$ cat config.mk
export PLATFORM = sky130hd
export DESIGN_NAME = mc_ctrl_hs
export DESIGN_NICKNAME = d
export VERILOG_FILES = /design/src/rtl/mc_ctrl_hs.sv
export SDC_FILE = /design/constraint.sdc
export NUM_CORES = 1
export LEC_CHECK = 0
export CAP_MARGIN = 20
export CORE_UTILIZATION = 51
export CTS_BUF_LIST = sky130_fd_sc_hd__clkbuf_4 sky130_fd_sc_hd__clkbuf_8
export CTS_CLUSTER_SIZE = 28
export DETAILED_ROUTE_END_ITERATION = 6
export HOLD_SLACK_MARGIN = 0.15
export PLACE_DENSITY = 0.87
export RECOVER_POWER = 50
export SLEW_MARGIN = 20
export SYNTH_ARGS = -nofsm -noshare
export SYNTH_HDL_FRONTEND = slang
export SYNTH_SLANG_ARGS = --single-unit
$ cat constraint.sdc
create_clock -name clk -period 4 [get_ports clk]
set_clock_uncertainty 0.05 [all_clocks]
set_input_delay 0.6 -clock clk [delete_from_list [all_inputs] [get_ports clk]]
set_output_delay 0.6 -clock clk [all_outputs]
set_load 0.005 [all_outputs]
$ cat src/rtl/mc_ctrl_hs.sv
// mc_ctrl_hs: multicycle MIPS control FSM with memory req/rdy handshake,
// wait timeout and illegal-op trap. Define MC_CTRL_MULDIV_EN for mul/div.
module mc_ctrl_hs #(
  parameter int ALUOP_W = 4,
  parameter int TMO_W   = 8
) (
  input  logic               clk,
  input  logic               rst,
  input  logic               Zero,
  input  logic [5:0]         Op,
  input  logic [5:0]         Funct,
  input  logic               mem_rdy,
  input  logic               md_done,
  output logic               mem_req,
  output logic               RegWrite,
  output logic               MemWrite,
  output logic               PCWrite,
  output logic               IRWrite,
  output logic               IorD,
  output logic               EXTOp,
  output logic [1:0]         ALUSrcA,
  output logic [1:0]         ALUSrcB,
  output logic [ALUOP_W-1:0] ALUOp,
  output logic [1:0]         PCSource,
  output logic [1:0]         GPRSel,
  output logic [1:0]         WDSel,
  output logic               md_start,
  output logic [1:0]         md_op,
  output logic               trap,
  output logic [1:0]         trap_cause,
  output logic [3:0]         state_o
);

  localparam logic [2:0] S_IF   = 3'd0;
  localparam logic [2:0] S_ID   = 3'd1;
  localparam logic [2:0] S_EXE  = 3'd2;
  localparam logic [2:0] S_MEM  = 3'd3;
  localparam logic [2:0] S_WB   = 3'd4;
  localparam logic [2:0] S_MDW  = 3'd5;
  localparam logic [2:0] S_TRAP = 3'd6;

  localparam logic [1:0] C_ILL  = 2'd1;
  localparam logic [1:0] C_IFT  = 2'd2;
  localparam logic [1:0] C_MEMT = 2'd3;

  localparam logic [3:0] A_ADD = 4'd1;
  localparam logic [3:0] A_SUB = 4'd2;

  // one stalled cycle short of all-ones: the step that reaches the limit
  localparam logic [TMO_W-1:0] TMO_LIM = {{(TMO_W-1){1'b1}}, 1'b0};
  localparam logic [TMO_W-1:0] ONE     = {{(TMO_W-1){1'b0}}, 1'b1};

  logic [2:0]       state_q, state_d;
  logic [TMO_W-1:0] cnt_q, cnt_d;
  logic [1:0]       cause_q, cause_d;
  logic [3:0]       alu_code;
  logic             stall, tmo;

  logic rtype;
  logic i_add, i_sub, i_and, i_or, i_nor, i_slt, i_sltu;
  logic i_sll, i_srl, i_sllv, i_srlv, i_jr, i_jalr;
  logic i_addi, i_andi, i_ori, i_slti, i_lui;
  logic i_lw, i_sw, i_beq, i_bne, i_j, i_jal;
  logic i_md, i_mfhi, i_mflo;
  logic r_alu, imm_alu, legal;

  assign rtype  = (Op == 6'h00);
  assign i_add  = rtype & (Funct[5:1] == 5'b10000);
  assign i_sub  = rtype & (Funct[5:1] == 5'b10001);
  assign i_and  = rtype & (Funct == 6'h24);
  assign i_or   = rtype & (Funct == 6'h25);
  assign i_nor  = rtype & (Funct == 6'h27);
  assign i_slt  = rtype & (Funct == 6'h2a);
  assign i_sltu = rtype & (Funct == 6'h2b);
  assign i_sll  = rtype & (Funct == 6'h00);
  assign i_srl  = rtype & (Funct == 6'h02);
  assign i_sllv = rtype & (Funct == 6'h04);
  assign i_srlv = rtype & (Funct == 6'h06);
  assign i_jr   = rtype & (Funct == 6'h08);
  assign i_jalr = rtype & (Funct == 6'h09);
  assign i_addi = (Op == 6'h08);
  assign i_slti = (Op == 6'h0a);
  assign i_andi = (Op == 6'h0c);
  assign i_ori  = (Op == 6'h0d);
  assign i_lui  = (Op == 6'h0f);
  assign i_lw   = (Op == 6'h23);
  assign i_sw   = (Op == 6'h2b);
  assign i_beq  = (Op == 6'h04);
  assign i_bne  = (Op == 6'h05);
  assign i_j    = (Op == 6'h02);
  assign i_jal  = (Op == 6'h03);

`ifdef MC_CTRL_MULDIV_EN
  assign i_md   = rtype & (Funct[5:2] == 4'b0110);
  assign i_mfhi = rtype & (Funct == 6'h10);
  assign i_mflo = rtype & (Funct == 6'h12);
`else
  logic unused_md;
  assign unused_md = md_done;
  assign i_md   = 1'b0;
  assign i_mfhi = 1'b0;
  assign i_mflo = 1'b0;
`endif

  assign r_alu = i_add | i_sub | i_and | i_or | i_nor | i_slt | i_sltu
               | i_sll | i_srl | i_sllv | i_srlv;
  assign imm_alu = i_addi | i_andi | i_ori | i_slti | i_lui;
  assign legal = r_alu | imm_alu | i_jr | i_jalr | i_lw | i_sw
               | i_beq | i_bne | i_j | i_jal | i_md | i_mfhi | i_mflo;

  assign stall = ((state_q == S_IF) | (state_q == S_MEM)) & ~mem_rdy;
  assign tmo   = stall & (cnt_q == TMO_LIM);

  assign trap       = (state_q == S_TRAP);
  assign trap_cause = trap ? cause_q : 2'd0;
  assign state_o    = {1'b0, state_q};

  // ALU operation code for the instruction held in IR
  always_comb begin
    alu_code = A_ADD;
    unique case (1'b1)
      i_sub:          alu_code = A_SUB;
      i_and | i_andi: alu_code = 4'd3;
      i_or  | i_ori:  alu_code = 4'd4;
      i_slt | i_slti: alu_code = 4'd5;
      i_sltu:         alu_code = 4'd6;
      i_sll:          alu_code = 4'd7;
      i_nor:          alu_code = 4'd8;
      i_lui:          alu_code = 4'd9;
      i_srl:          alu_code = 4'd13;
      i_sllv:         alu_code = 4'd14;
      i_srlv:         alu_code = 4'd15;
      default:        alu_code = A_ADD;
    endcase
  end

  // next state and per-state datapath controls
  always_comb begin
    state_d  = state_q;
    cause_d  = cause_q;
    mem_req  = 1'b0;
    RegWrite = 1'b0;
    MemWrite = 1'b0;
    PCWrite  = 1'b0;
    IRWrite  = 1'b0;
    IorD     = 1'b0;
    EXTOp    = 1'b1;
    ALUSrcA  = 2'd1;
    ALUSrcB  = 2'd0;
    ALUOp    = ALUOP_W'(A_ADD);
    PCSource = 2'd0;
    GPRSel   = 2'd0;
    WDSel    = 2'd0;
    md_start = 1'b0;
    md_op    = 2'd0;
    case (state_q)
      S_IF: begin
        mem_req = 1'b1;
        ALUSrcA = 2'd0;
        ALUSrcB = 2'd1;
        if (mem_rdy) begin
          PCWrite = 1'b1;
          IRWrite = 1'b1;
          state_d = S_ID;
        end else if (tmo) begin
          state_d = S_TRAP;
          cause_d = C_IFT;
        end
      end
      S_ID: begin
        if (i_j | i_jal | i_jr | i_jalr) begin
          PCWrite  = 1'b1;
          PCSource = (i_jr | i_jalr) ? 2'd3 : 2'd2;
          if (i_jal | i_jalr) begin
            RegWrite = 1'b1;
            WDSel    = 2'd2;
            GPRSel   = 2'd2;
          end
          state_d = S_IF;
        end else if (!legal) begin
          state_d = S_TRAP;
          cause_d = C_ILL;
        end else if (i_sll | i_srl) begin
          ALUSrcA = 2'd2;
          state_d = S_EXE;
        end else begin
          ALUSrcA = 2'd0;
          ALUSrcB = 2'd3;
          state_d = S_EXE;
        end
      end
      S_EXE: begin
        ALUOp = ALUOP_W'(alu_code);
        if (i_sll | i_srl) ALUSrcA = 2'd2;
        if (i_beq | i_bne) begin
          ALUOp    = ALUOP_W'(A_SUB);
          PCSource = 2'd1;
          PCWrite  = i_beq ? Zero : ~Zero;
          state_d  = S_IF;
        end else if (i_lw | i_sw) begin
          ALUSrcB = 2'd2;
          state_d = S_MEM;
        end else if (imm_alu) begin
          ALUSrcB = 2'd2;
          EXTOp   = ~(i_andi | i_ori);
          state_d = S_WB;
        end else if (i_md) begin
`ifdef MC_CTRL_MULDIV_EN
          md_start = 1'b1;
          md_op    = Funct[1:0];
          state_d  = S_MDW;
`endif
        end else begin
          state_d = S_WB;
        end
      end
      S_MEM: begin
        mem_req  = 1'b1;
        IorD     = 1'b1;
        MemWrite = i_sw;
        if (mem_rdy) begin
          state_d = i_sw ? S_IF : S_WB;
        end else if (tmo) begin
          state_d = S_TRAP;
          cause_d = C_MEMT;
        end
      end
      S_WB: begin
        RegWrite = 1'b1;
        if (i_lw) WDSel = 2'd1;
        if (i_mfhi | i_mflo) begin
          WDSel = 2'd3;
`ifdef MC_CTRL_MULDIV_EN
          md_op = {1'b0, i_mfhi};
`endif
        end
        GPRSel  = (i_lw | imm_alu) ? 2'd1 : 2'd0;
        state_d = S_IF;
      end
`ifdef MC_CTRL_MULDIV_EN
      S_MDW: begin
        if (md_done) state_d = S_IF;
      end
`endif
      S_TRAP: state_d = S_IF;
      default: state_d = S_IF;
    endcase
  end

  // wait counter: counts stalled cycles in place, saturating
  always_comb begin
    cnt_d = '0;
    if (stall && (state_d == state_q))
      cnt_d = (cnt_q == '1) ? cnt_q : cnt_q + ONE;
  end

  // state, wait counter and trap cause registers
  always_ff @(posedge clk or posedge rst) begin
    if (rst) begin
      state_q <= S_IF;
      cnt_q   <= '0;
      cause_q <= 2'd0;
    end else begin
      state_q <= state_d;
      cnt_q   <= cnt_d;
      cause_q <= cause_d;
    end
  end

endmodule

# [Word level (Yosys, flattened, before mapping)]
# Cells that the tools add are included.
[classes] mux=60 shifts=0 n_div=0 n_addsub=1 n_eq_ne=38 n_lt_le_gt_ge=0 reduce_logical=7 mul=0 n_bitwise=55
[ops] cell="$pmux W4 S11" count=1
[ops] cell="$eq A6 B4 Y1 const B" count=7
[ops] cell="$eq A6 B6 Y1 const B" count=7
[ops] cell="$mux W2" count=20
[ops] cell="$or A1 B1 Y1" count=37
[ops] cell="$eq A6 B3 Y1 const B" count=4
[ops] cell="$mux W3" count=8
[ops] cell="$eq A6 B2 Y1 const B" count=3
[ops] cell="$mux W1" count=18
[ops] cell="$pmux W2 S3" count=3
[ops] cell="$eq A8 B8 Y1 const B" count=2
[ops] cell="$mux W8" count=2
[ops] cell="$and A1 B1 Y1" count=15
[ops] cell="$ne A2 B2 Y1 const B" count=7
[ops] cell="$logic_not A6 Y1" count=2
[ops] cell="$pmux W2 S2" count=3
[ops] cell="$pmux W3 S4" count=1
[ops] cell="$eq A5 B5 Y1 const B" count=2
[ops] cell="$add A8 B1 Y8 const B" count=1
[ops] cell="$mux W4" count=2
[ops] cell="$reduce_and A7 Y1" count=1
[ops] cell="$eq A3 B2 Y1 const B" count=2
[ops] cell="$eq A3 B3 Y1 const B" count=2
[ops] cell="$eq A3 B1 Y1 const B" count=1
[ops] cell="other kinds (8)" count=10
[word_totals] mem_bits_rw=0 word_cells=164 regBits=13 rom_bits=0 out_inout_bits=31 latch_bits=0 n_memories=0 in_bits=17

# [Logic depth before layout (Yosys ltp)]
[depth] depth_word=27 ltp_mapped=7 ltp_nobuf=6

# [Worst setup path before layout]
# OpenSTA, ideal clock, no wires.
[synth_timing] path_kind="input -> output" startpoint="in Op[0]" endpoint="out ALUSrcA[0]" arrival_ns=2.423 n_path_buf=1 required_ns=3.350 cell_stages=6 setup_slack_ns=0.927 cell_sequence="or4_4 or2_1 buf_6 or3_4 o21ai_2 or4b_1"
[synth_via] elab_chain_cells=24 elab_cells_between_ends=56 classes_between="eq/ne (11); mux (4); bitwise (40); reduce/logical (1)"
[synth_rtl] element="start: declaration" line="10" source="input logic [5:0] Op,"
[synth_rtl] element="$logic_not A6 Y1" line="67" source="assign rtype = (Op == 6'h00);"
[synth_rtl] element="$and A1 B1 Y1, on equally long branches" line="68, 69"
[synth_rtl] element="$or A1 B1 Y1 (6 in a row)" line="105" source="assign r_alu = i_add | i_sub | i_and | i_or | i_nor | i_slt | i_sltu"
[synth_rtl] element="$or A1 B1 Y1 (4 in a row)" line="106" source="| i_sll | i_srl | i_sllv | i_srlv;"
[synth_rtl] element="$or A1 B1 Y1 (5 in a row)" line="108" source="assign legal = r_alu | imm_alu | i_jr | i_jalr | i_lw | i_sw"
[synth_rtl] element="$or A1 B1 Y1 (4 in a row)" line="109" source="| i_beq | i_bne | i_j | i_jal | i_md | i_mfhi | i_mflo;"
[synth_rtl] element="$mux W2" line="180" source="end else if (!legal) begin"
[synth_rtl] element="$mux W2" line="171" source="if (i_j | i_jal | i_jr | i_jalr) begin"
[synth_rtl] element="$pmux W2 S3 *" line="156" source="case (state_q)"
[synth_rtl] element="end: declaration" line="21" source="output logic [1:0] ALUSrcA,"
# Every way passes the cells marked *; elsewhere a longest branch is shown, timed or not.

# [Worst setup path after layout]
[layout_timing] startpoint="in Funct[5]" endpoint="out PCWrite"
[layout_via] elab_chain_cells=6 elab_cells_between_ends=8 classes_between="eq/ne (2); mux (2); bitwise (4)"
[layout_rtl] element="start: declaration" line="11" source="input logic [5:0] Funct,"
[layout_rtl] element="$eq A6 B4 Y1" line="79" source="assign i_jr = rtype & (Funct == 6'h08);"
[layout_rtl] element="$and A1 B1 Y1" line="79"
[layout_rtl] element="$or A1 B1 Y1" line="171"
[layout_rtl] element="$or A1 B1 Y1 *" line="171"
[layout_rtl] element="$mux W1 *" line="171"
[layout_rtl] element="$pmux W1 S3 *" line="156"
[layout_rtl] element="end: declaration" line="17" source="output logic PCWrite,"
# Marked as above.

==> impl_summary.log <==
[metrics] outcome: completed
[metrics] sequential share of power: 0.302
[metrics] number of levels the H-tree was split into: 1
[metrics] Post-synth EDFFs: 0
[metrics] Clock Latency Late Sink: 280 ps
[metrics] number of sinks on the clock net: 13
[metrics] via density per instance: 5.93
[metrics] most used standard cell by instance count after synthesis: sky130_fd_sc_hd__nor2_1
[metrics] layout overhead on the synthesized area: 35.5%
[metrics] I/O Pins: 48
[metrics] die height: 55.7 um
[metrics] primary flip-flop cell chosen by synthesis mapping: sky130_fd_sc_hd__dfrtp_1
[metrics] max-capacitance violation count: 0
[metrics] Cell Pwr Density: 347 mW/mm^2
[metrics] ratio of cells with drive above 1 in the final layout: 0.107
[metrics] Combinational Power Share: 0.568
[metrics] synthesized area per cell: 7.17 um^2
[metrics] final cycle utilization of the critical path: 0.944
[metrics] effective utilization at floorplan: 0.537
[metrics] leakage power: 0.836 nW
[metrics] FP Rows: 19
[metrics] Syn Inst Count: 205
[metrics] DRC Markers: 0
[metrics] Clk Tree Root Cell: sky130_fd_sc_hd__clkbuf_4
[metrics] maximum number of pins on one net before global-route repair: 15
[metrics] post-CTS setup buffer count: 0
[metrics] number of iterations in the first detailed-routing pass: 4
[metrics] Ant. Diodes: 0
[metrics] instance count after placement with tap cells included: 280
[metrics] dominant cells by area after synthesis: sky130_fd_sc_hd__dfrtp_1 (22%), sky130_fd_sc_hd__nor2_1 (7.9%), sky130_fd_sc_hd__nand2_1 (4.3%)
[metrics] wire length reported by the detailed router: 3880 um
[metrics] highest ir drop seen on vdd: 0.422 mV
[metrics] maximum fanout along the worst path: 4
[metrics] routability cong.: 0.855
[metrics] initial antenna violation count: 0
[metrics] area of the core region: 0.00273 mm^2
[metrics] ys async rst share: 1.00
[metrics] maximum achievable frequency: 265 MHz
[metrics] fraction of synthesized cell area taken by the top area cell type: 0.221
[metrics] number of register bits inferred by synthesis: 13
[metrics] Clock Path Buffers: 2
[metrics] Worst Setup Path Type: in -> out
[metrics] DR vias: 1683
[metrics] final standard cell count with taps included and fillers excluded: 284
[metrics] overflow left after global routing: 0
[metrics] number of unique standard cell types used by synthesis: 57
[metrics] worst endpoint required time: 3350 ps
[metrics] Placement Setup Slack: 70.2 ps
[metrics] clock group share of total power: 0.130
[metrics] cts bufs inserted: 3
[metrics] list of most frequent post-synthesis cells: sky130_fd_sc_hd__nor2_1 (31), sky130_fd_sc_hd__nand2_1 (17), sky130_fd_sc_hd__dfrtp_1 (13)
[metrics] vias in the first global route: 1473
[metrics] kind of path behind the tightest hold check: reg -> reg
[metrics] capturing element type of the critical path: output pin
[metrics] antenna violation net count after detailed routing: 0
[metrics] overall track demand over capacity in global routing: 0.269
[metrics] net switching power of the design: 287 uW
[metrics] first-pass GRT wire length: 6730 um
[metrics] DPL Wire Length: 3040 um
[metrics] average detailed-routed wire length per instance: 13.6 um
[metrics] Min Clock Period, post-route: 3780 ps
[metrics] cell accounting for the most synthesized area: sky130_fd_sc_hd__dfrtp_1
[metrics] number of port buffers: 42
[metrics] clock tree from TritonCTS: done
[metrics] endpoints failing hold: 0
[metrics] internal power consumption: 403 uW
[metrics] clock transition at the register clock pins on the worst setup and hold paths after CTS: 70 ps
[metrics] layout net count: 273
[metrics] fin worst setup slack: 223 ps
[metrics] die boundary width: 55.7 um
[metrics] netlist area before placement: 0.00147 mm^2
[metrics] crit start category: primary input
[metrics] number of design-rule violations left by the first detailed-router iteration: 72
[metrics] yosys warns: 0
[metrics] portion of the post-synthesis area used by sequential elements: 0.221
[metrics] unrepaired setup endpoints after global routing: no
[metrics] share of total power consumed by net switching: 0.416
[metrics] final setup violation count: 0
[metrics] overall die area: 0.00310 mm^2
[metrics] Critical Path AT: 3130 ps
[metrics] final max-slew violation count: 0
[metrics] Total Negative Setup Slacks: 0 ps
[cells by family (layout without fill, tap and decap cells)]
family | count (synthesis) | in the layout | synth area share
AO/OA/AOI/OAI | 48 | 48 | 0.225
XOR/XNOR | 5 | 5 | 0.0298
adder cells (fa/ha/maj) | 2 | 2 | 0.0170
buffers and inverters | 24 | 69 | 0.0801
flip-flops | 13 | 13 | 0.221
multiplexers | 3 | 3 | 0.0213
other | 1 | 4 | 0.00255
AND/OR/NAND/NOR | 109 | 109 | 0.403
[final timing paths]
path | from | cells after the start | endpoint | slack, ps
worst max-delay path | Funct[5] | 8 | PCWrite | 220
max in group asynchronous | rst | 2 | cause_q[0] | 2850
worst max register to register | state_q[2] | 5 | cause_q[1] | 1960
min in group asynchronous | rst | 2 | cnt_q[2] | 720
worst min-delay path | cause_q[1] | 2 | cause_q[1] | 510
worst min register to register | cause_q[1] | 2 | cause_q[1] | 510
[placed cells by master, fill, tap and decap left out, types with 3 or more instances in the layout]
master,count
sky130_fd_sc_hd__a211oi_1,6
sky130_fd_sc_hd__a21oi_1,6
sky130_fd_sc_hd__a31oi_1,3
sky130_fd_sc_hd__and2_1,4
sky130_fd_sc_hd__and3b_1,3
sky130_fd_sc_hd__and4_1,3
sky130_fd_sc_hd__buf_4,12
sky130_fd_sc_hd__clkbuf_4,4
sky130_fd_sc_hd__clkdlybuf4s50_1,36
sky130_fd_sc_hd__conb_1,4
sky130_fd_sc_hd__dfrtp_1,13
sky130_fd_sc_hd__dlygate4sd3_1,5
sky130_fd_sc_hd__inv_1,10
sky130_fd_sc_hd__nand2_1,17
sky130_fd_sc_hd__nand2b_1,5
sky130_fd_sc_hd__nand3_1,7
sky130_fd_sc_hd__nand4_1,3
sky130_fd_sc_hd__nor2_1,31
sky130_fd_sc_hd__nor2b_1,3
sky130_fd_sc_hd__nor3_1,9
sky130_fd_sc_hd__o21ai_0,12
sky130_fd_sc_hd__o22ai_1,3
sky130_fd_sc_hd__or3_1,5
sky130_fd_sc_hd__xor2_1,3
[worst max-delay path: stages]
cell	delay [ps]
sky130_fd_sc_hd__dlygate4sd3_1	550
sky130_fd_sc_hd__or4b_2	680
sky130_fd_sc_hd__nor3_1	240
sky130_fd_sc_hd__buf_4	180
sky130_fd_sc_hd__nor2_1	50
sky130_fd_sc_hd__nor2_1	190
sky130_fd_sc_hd__a211o_1	140
sky130_fd_sc_hd__clkdlybuf4s50_1	490
[routing by layer]
metal,routed length [um],part of all wire,vias up,GRT usage
met5,0,0,-,0
met3,254,0.066,8,0.0488
met4,73,0.019,0,0.0857
met1,1810,0.47,764,0.389
li1,-,-,839,-
met2,1730,0.45,72,0.406
[state kept, by name (all words and copies together) (netlist names)]
register  count
cause_q       2
cnt_q         8
state_q       3
[final cells by class]
type	instances	area (um^2)
fillers	228	743
multi-input cells	171	1040
flip-flops and latches	13	325
clock buffers	4	30.0
repair buffers	55	517
inverters	10	37.5
well taps	31	38.8
[repair_timing]
| item | 4_1_cts | 5_1_grt |
|---|---|---|
| hold buffers | 0 | 0 |
| resized for setup | 0 | 2 |
| endpoints found under the setup margin | 0 | 1 |
[per-stage QoR]
stage          hold WS [ps]   util  power, mW  instance area (um^2)
2_1_floorplan           427      -      0.412                  1480
3_3_place_gp            476  0.716      0.599                  1960
3_5_place_dp            498  0.716      0.604                  1960
4_1_cts                 511  0.727      0.697                  1990
5_1_grt                 543  0.728      0.741                  1990
6_report                505  0.728      0.690                  1990
[power by group through the flow]
stage,clock network (mW),logic (mW),registers (mW)
after detailed placement,0,0.395,0.209
final,0.0895,0.392,0.208
after floorplan,0,0.238,0.174
after CTS,0.0922,0.398,0.207
after global placement,0,0.390,0.209
after global routing,0.0971,0.430,0.214
Note: power is estimated with default switching activity, not from simulation.
